### config.mk
export PLATFORM = sky130hd
export DESIGN_NAME = aes_reseed_scheduler
export DESIGN_NICKNAME = d
export VERILOG_FILES = /design/src/rtl/aes_reseed_scheduler.sv
export SDC_FILE = /design/constraint.sdc
export NUM_CORES = 1
export LEC_CHECK = 0
export CAP_MARGIN = 20
export CORE_MARGIN = 2
export CORE_UTILIZATION = 31
export CTS_CLUSTER_DIAMETER = 80
export DETAILED_ROUTE_END_ITERATION = 8
export GPL_ROUTABILITY_DRIVEN = 0
export GPL_TIMING_DRIVEN = 0
export PLACE_DENSITY = 0.83
export SKIP_LAST_GASP = 1
export SYNTH_ARGS = -nofsm -noshare
export SYNTH_HDL_FRONTEND = slang
export SYNTH_SLANG_ARGS = --single-unit
### constraint.sdc
create_clock -name clk -period 2.5 [get_ports clk]
set_input_delay 0.375 -clock clk [delete_from_list [all_inputs] [get_ports clk]]
set_output_delay 0.375 -clock clk [all_outputs]
set_load 0.02 [all_outputs]
### src/rtl/aes_reseed_scheduler.sv
// aes_reseed_scheduler
// Gates the user plaintext/key stream into the masked AES top and forces a
// PRNG reseed after RESEED_PERIOD accepted encryptions or on request. Before
// a seed is offered, every in-flight encryption is drained. The core then
// sees no in_valid and is idle when the seed is presented.
//
// RESEED_PERIOD must lie in 1 .. 2**CNT_W-1.
module aes_reseed_scheduler #(
  parameter int RESEED_PERIOD = 1024,
  parameter int CNT_W         = 16
) (
  input  logic             clk,
  input  logic             rst,
  input  logic             usr_in_valid,
  output logic             usr_in_ready,
  output logic             core_in_valid,
  input  logic             core_in_ready,
  input  logic             core_out_valid,
  input  logic             core_out_ready,
  input  logic             src_seed_valid,
  output logic             src_seed_ready,
  input  logic [79:0]      src_seed,
  output logic             core_seed_valid,
  input  logic             core_seed_ready,
  output logic [79:0]      core_seed,
  input  logic             force_reseed,
  output logic [CNT_W-1:0] enc_count,
  output logic             seeded
);

  typedef enum logic [1:0] {
    SEED  = 2'd0,
    RUN   = 2'd1,
    DRAIN = 2'd2
  } state_t;

  // Period compared one bit wider so that count+1 can never alias to zero.
  localparam logic [CNT_W:0]   PERIOD  = (CNT_W+1)'(RESEED_PERIOD);
  localparam logic [CNT_W-1:0] CNT_MAX = '1;

  state_t           state;
  state_t           state_nxt;
  logic [CNT_W-1:0] enc_cnt;
  logic [CNT_W-1:0] enc_cnt_nxt;
  logic [1:0]       inflight;
  logic [1:0]       inflight_nxt;
  logic             force_pend;
  logic             force_pend_nxt;

  logic             in_hs;
  logic             out_hs;
  logic             seed_hs;
  logic [CNT_W:0]   cnt_plus;

  // Saturating increment of the encryption counter; it never wraps.
  function automatic logic [CNT_W-1:0] sat_inc_cnt(input logic [CNT_W-1:0] cur);
    if (cur == CNT_MAX) begin
      return cur;
    end
    return cur + CNT_W'(1);
  endfunction

  // In-flight tracker: +1 on input handshake, -1 on output handshake,
  // unchanged when both happen; clamps at 3 and at 0.
  function automatic logic [1:0] inflight_update(input logic [1:0] cur,
                                                 input logic       up,
                                                 input logic       dn);
    logic [1:0] res;
    res = cur;
    case ({up, dn})
      2'b10:   res = (cur == 2'd3) ? cur : cur + 2'd1;
      2'b01:   res = (cur == 2'd0) ? cur : cur - 2'd1;
      default: res = cur;
    endcase
    return res;
  endfunction

  // Handshake detection from state and raw inputs (independent of output gating).
  always_comb begin
    in_hs    = (state == RUN) & usr_in_valid & core_in_ready;
    seed_hs  = (state == SEED) & src_seed_valid & core_seed_ready;
    out_hs   = core_out_valid & core_out_ready;
    cnt_plus = {1'b0, enc_cnt} + (CNT_W+1)'(in_hs);
  end

  // Next-state, counter and pending-request logic.
  always_comb begin
    state_nxt      = state;
    enc_cnt_nxt    = enc_cnt;
    force_pend_nxt = force_pend;
    inflight_nxt   = inflight_update(inflight, in_hs, out_hs);
    case (state)
      SEED: begin
        if (force_reseed) begin
          force_pend_nxt = 1'b1;
        end
        // The seed being consumed now satisfies any outstanding request.
        if (seed_hs) begin
          state_nxt      = RUN;
          enc_cnt_nxt    = '0;
          force_pend_nxt = 1'b0;
        end
      end
      RUN: begin
        if (in_hs) begin
          enc_cnt_nxt = sat_inc_cnt(enc_cnt);
        end
        // A handshake coinciding with force_reseed is still counted.
        if ((cnt_plus == PERIOD) || force_pend || force_reseed) begin
          state_nxt = DRAIN;
        end
      end
      DRAIN: begin
        if (force_reseed) begin
          force_pend_nxt = 1'b1;
        end
        if (inflight == 2'd0) begin
          state_nxt = SEED;
        end
      end
      default: begin
        state_nxt = SEED;
      end
    endcase
  end

  // Control registers with synchronous reset.
  always_ff @(posedge clk) begin
    if (rst) begin
      state      <= SEED;
      enc_cnt    <= '0;
      inflight   <= 2'd0;
      force_pend <= 1'b0;
    end else begin
      state      <= state_nxt;
      enc_cnt    <= enc_cnt_nxt;
      inflight   <= inflight_nxt;
      force_pend <= force_pend_nxt;
    end
  end

  // Output steering; every output, combinational ones included, is held at 0 during reset.
  always_comb begin
    usr_in_ready    = 1'b0;
    core_in_valid   = 1'b0;
    src_seed_ready  = 1'b0;
    core_seed_valid = 1'b0;
    core_seed       = src_seed;
    enc_count       = enc_cnt;
    seeded          = (state == RUN);
    case (state)
      SEED: begin
        core_seed_valid = src_seed_valid;
        src_seed_ready  = core_seed_ready;
      end
      RUN: begin
        core_in_valid = usr_in_valid;
        usr_in_ready  = core_in_ready;
      end
      default: begin
      end
    endcase
    if (rst) begin
      usr_in_ready    = 1'b0;
      core_in_valid   = 1'b0;
      src_seed_ready  = 1'b0;
      core_seed_valid = 1'b0;
      core_seed       = '0;
      enc_count       = '0;
      seeded          = 1'b0;
    end
  end

endmodule

==> reports/qor.csv <==
stage,metric,value,unit
die,chip height,83.6,um
placement,IO Port Bufs,188,
sta,final clock period utilization by the worst path,93.6,%
hold_path,Min-Delay Path Class,in -> reg,
route,wire per inst,14.9,um
synthesis,Avg Inst Size Synth,7.09,um2
finish,"Non-Filler Cell Area, Final",4080,um2
clock_tree,CTS H-tree depth,1,
global_route,total grt overflow,0,
route,DRC viols,0,
setup_path,critical path type,reg -> reg,
synthesis,post-synth cell types,41,
clock_tree,clk_lat worst skew,260,ps
clock_tree,CTS tree,yes,
setup_path,R2R Setup Slk,160,ps
global_route,vias in the first global route,2485,
synthesis,gate count of the mapped netlist,277,
route,DR vias,2636,
sta,crit path time final,2340,ps
finish,fin nets,563,
setup_path,Worst EP required,2660,ps
run_status,status,"finished, final reports clean",
synthesis,syn nets,369,
die,row cnt,29,
synthesis,Synth top area share,29.9,%
synthesis,"Seq/Total Area, Yosys",21.4,%
sta,skew final,4.43,ps
global_route,first-pass GRT wire length,12.6,mm
synthesis,Post-synth top flop,dfxtp_1,
placement,dpl cell area,3940,um2
sta,Rel. slew slack,61.9,%
die,Ports,190,
finish,share of cells above drive strength 1,6.81,%
pwr,Clock power frac,21.4,%
synthesis,"EDFF count, synth",0,
route,DRT iter0 DRCs,63,
placement,hpwl dp,6.88,mm
setup_path,crit path launch,state[1],
placement,placed cell count,542,
synthesis,"count leader, synth",nor2b_1,
clock_tree,Clk Tree Root Cell,clkbuf_8,
clock_tree,CTS Hold Buffers Added,0,
sta,Slew @ Worst Pin,569,ps
sta,Fin Hold WS,501,ps
pwr,total power,0.00107,W
setup_path,Critical Path Source Type,flip-flop,
setup_path,worst r2r dst,state[0],
synthesis,cell area after synthesis,1960,um2
global_route,largest net degree at the start of global routing,12,
sta,Final Setup Violations,0,
clock_tree,Clock transition at path regs,80,ps
setup_path,Crit. End Element,flip-flop,
die,Die ar.,6990,um2
pwr,Net Switching,0.000332,W
sta,Max Slew Vio Count,0,
finish,Final Non-Filler Cells,548,
global_route,initial antenna violation count,1,
clock_tree,Clock Tree Buf Depth,2,
route,Post-DRT Antenna Nets,0,
run,Max Cap Viol,0,
finish,Layout fillers,529,
synthesis,synthesis-stage register bit count,21,
pwr,internal power,0.000743,W
setup_path,crit-path max FO,5,
pwr,sw frac,30.9,%
setup_path,Critical R2R Launch,state[1],
pwr,worst vdd ir,0.212,mV
route,vias per cell,4.81,
pwr,Pwr Density,263,nW/um2
die,Core Footprint,6240,um2
global_route,Total Routing Usage GR,21.8,%
clock_tree,clock sink total,21,
synthesis,"top cells by count, synth","94 x nor2b_1, 30 x nor2_1, 21 x dfxtp_1",
synthesis,post-synth top area cell,nor2b_1,
die,chip width,83.6,um
pwr,Pleak,1.49,nW
clock_tree,Num CTS Buffers,3,
pwr,Flop pwr share,32.3,%
sta,Fmax,0.427,GHz
setup_path,Setup crit end,state[0],
synthesis,synth top area cells,"nor2b_1 30%, dfxtp_1 21%, xor2_1 6.7%",
route,total wire length,8.15,mm
route,first drt pass iteration count,4,
die,Starting Density,31.5,%
sta,final-report hold violation count,0,
pwr,Gate power share,46.3,%
setup_path,Critical Path AT,2500,ps
synthesis,Async SR Flop Fraction,0,%
synthesis,Yosys warnings,0,
hold_path,Hold Crit Start,rst,
finish,area grow syn2layout,108,%
setup_path,reg2reg path depth,11,
state kept, by name, summed over array words and instances, names as in the netlist:
| signal | count |
|---|---|
| inflight | 2 |
| state | 2 |
| enc_cnt | 16 |
| force_pend | 1 |
worst max-delay path: stages (launching register included):
cell      delay, ps
dfxtp_1         350
nand2b_1        180
or2_4           280
inv_2            70
ha_4            160
ha_4            160
nand4_1         130
a21oi_2         150
o221ai_2        110
nor4_2          250
a311oi_2        160
a32o_1          240
worst min path at each step:
stage,endpoint,slack (ps),cells after the start
global route,inflight[1],520,2
global placement,force_pend,450,2
floorplan,force_pend,440,2
detailed placement,force_pend,460,2
finish,inflight[1],500,2
CTS,inflight[1],500,2
layer usage:
metal | vias to the layer above | GRT usage (%) | wire, um | share of wire, %
met5 | - | 0 | 0 | 0
met4 | 0 | 5.57 | 206 | 2.5
met3 | 15 | 5.14 | 620 | 7.6
met2 | 118 | 39.1 | 4140 | 51
met1 | 1203 | 26.1 | 3180 | 39
li1 | 1300 | - | - | -
cells in the final DEF, fill, tap and decap left out, drive strengths merged, types with 8 or more instances in the layout:
cell type / synthesis / final
xor2: 15 / 15
nor2: 30 / 30
a21oi: 8 / 8
buf: 8 / 9
clkdlybuf4s50: 0 / 186
nand4: 12 / 12
nand3: 10 / 10
clkbuf: 12 / 16
nor2b: 94 / 94
nand2: 15 / 15
dfxtp: 21 / 21
final cells by class:
type	instances	area, um2	area share, %
Inverter	4	15.0	0.368
Tap cell	77	96.3	2.36
Timing Repair Buffer	189	1890	46.4
Sequential cell	21	422	10.3
Antenna cell	1	2.50	0.0613
Buffer	20	90.1	2.21
Clock buffer	4	45.0	1.10
Multi-Input combinational cell	232	1520	37.2
metrics by stage:
stage	worst slack, ps	utilization, %	setup TNS (ps)
4_1_cts	12.5	64.2	0
6_report	159	65.4	0
5_1_grt	-8.74	65.4	-8.74
2_1_floorplan	274	-	0
3_5_place_dp	-405	63.2	-797
3_3_place_gp	-345	63.2	-681
power by group through the flow:
stage | Clock, W | Sequential (W) | Combinational [W]
4_1_cts | 0.000232 | 0.000346 | 0.000495
3_3_place_gp | 0 | 0.000353 | 0.000488
3_5_place_dp | 0 | 0.000354 | 0.000492
6_report | 0.000230 | 0.000347 | 0.000497
2_1_floorplan | 0 | 0.000352 | 0.000198
5_1_grt | 0.000246 | 0.000348 | 0.000529
cells by family after synthesis:
| group | Yosys count | synth area share [%] |
|---|---|---|
| buffers and inverters | 24 | 5.35 |
| multiplexers | 1 | 0.510 |
| AO/OA/AOI/OAI | 25 | 8.15 |
| adder cells (fa/ha/maj) | 3 | 1.91 |
| XOR/XNOR | 20 | 8.92 |
| AND/OR/NAND/NOR | 183 | 53.8 |
| flip-flops | 21 | 21.4 |
timing repair:
action,4_1_cts,5_1_grt
resized for setup,4,15
pin swaps,1,4
endpoints found under the setup margin,2,2
setup buffers,0,1
(Power assumes the default switching activity.)
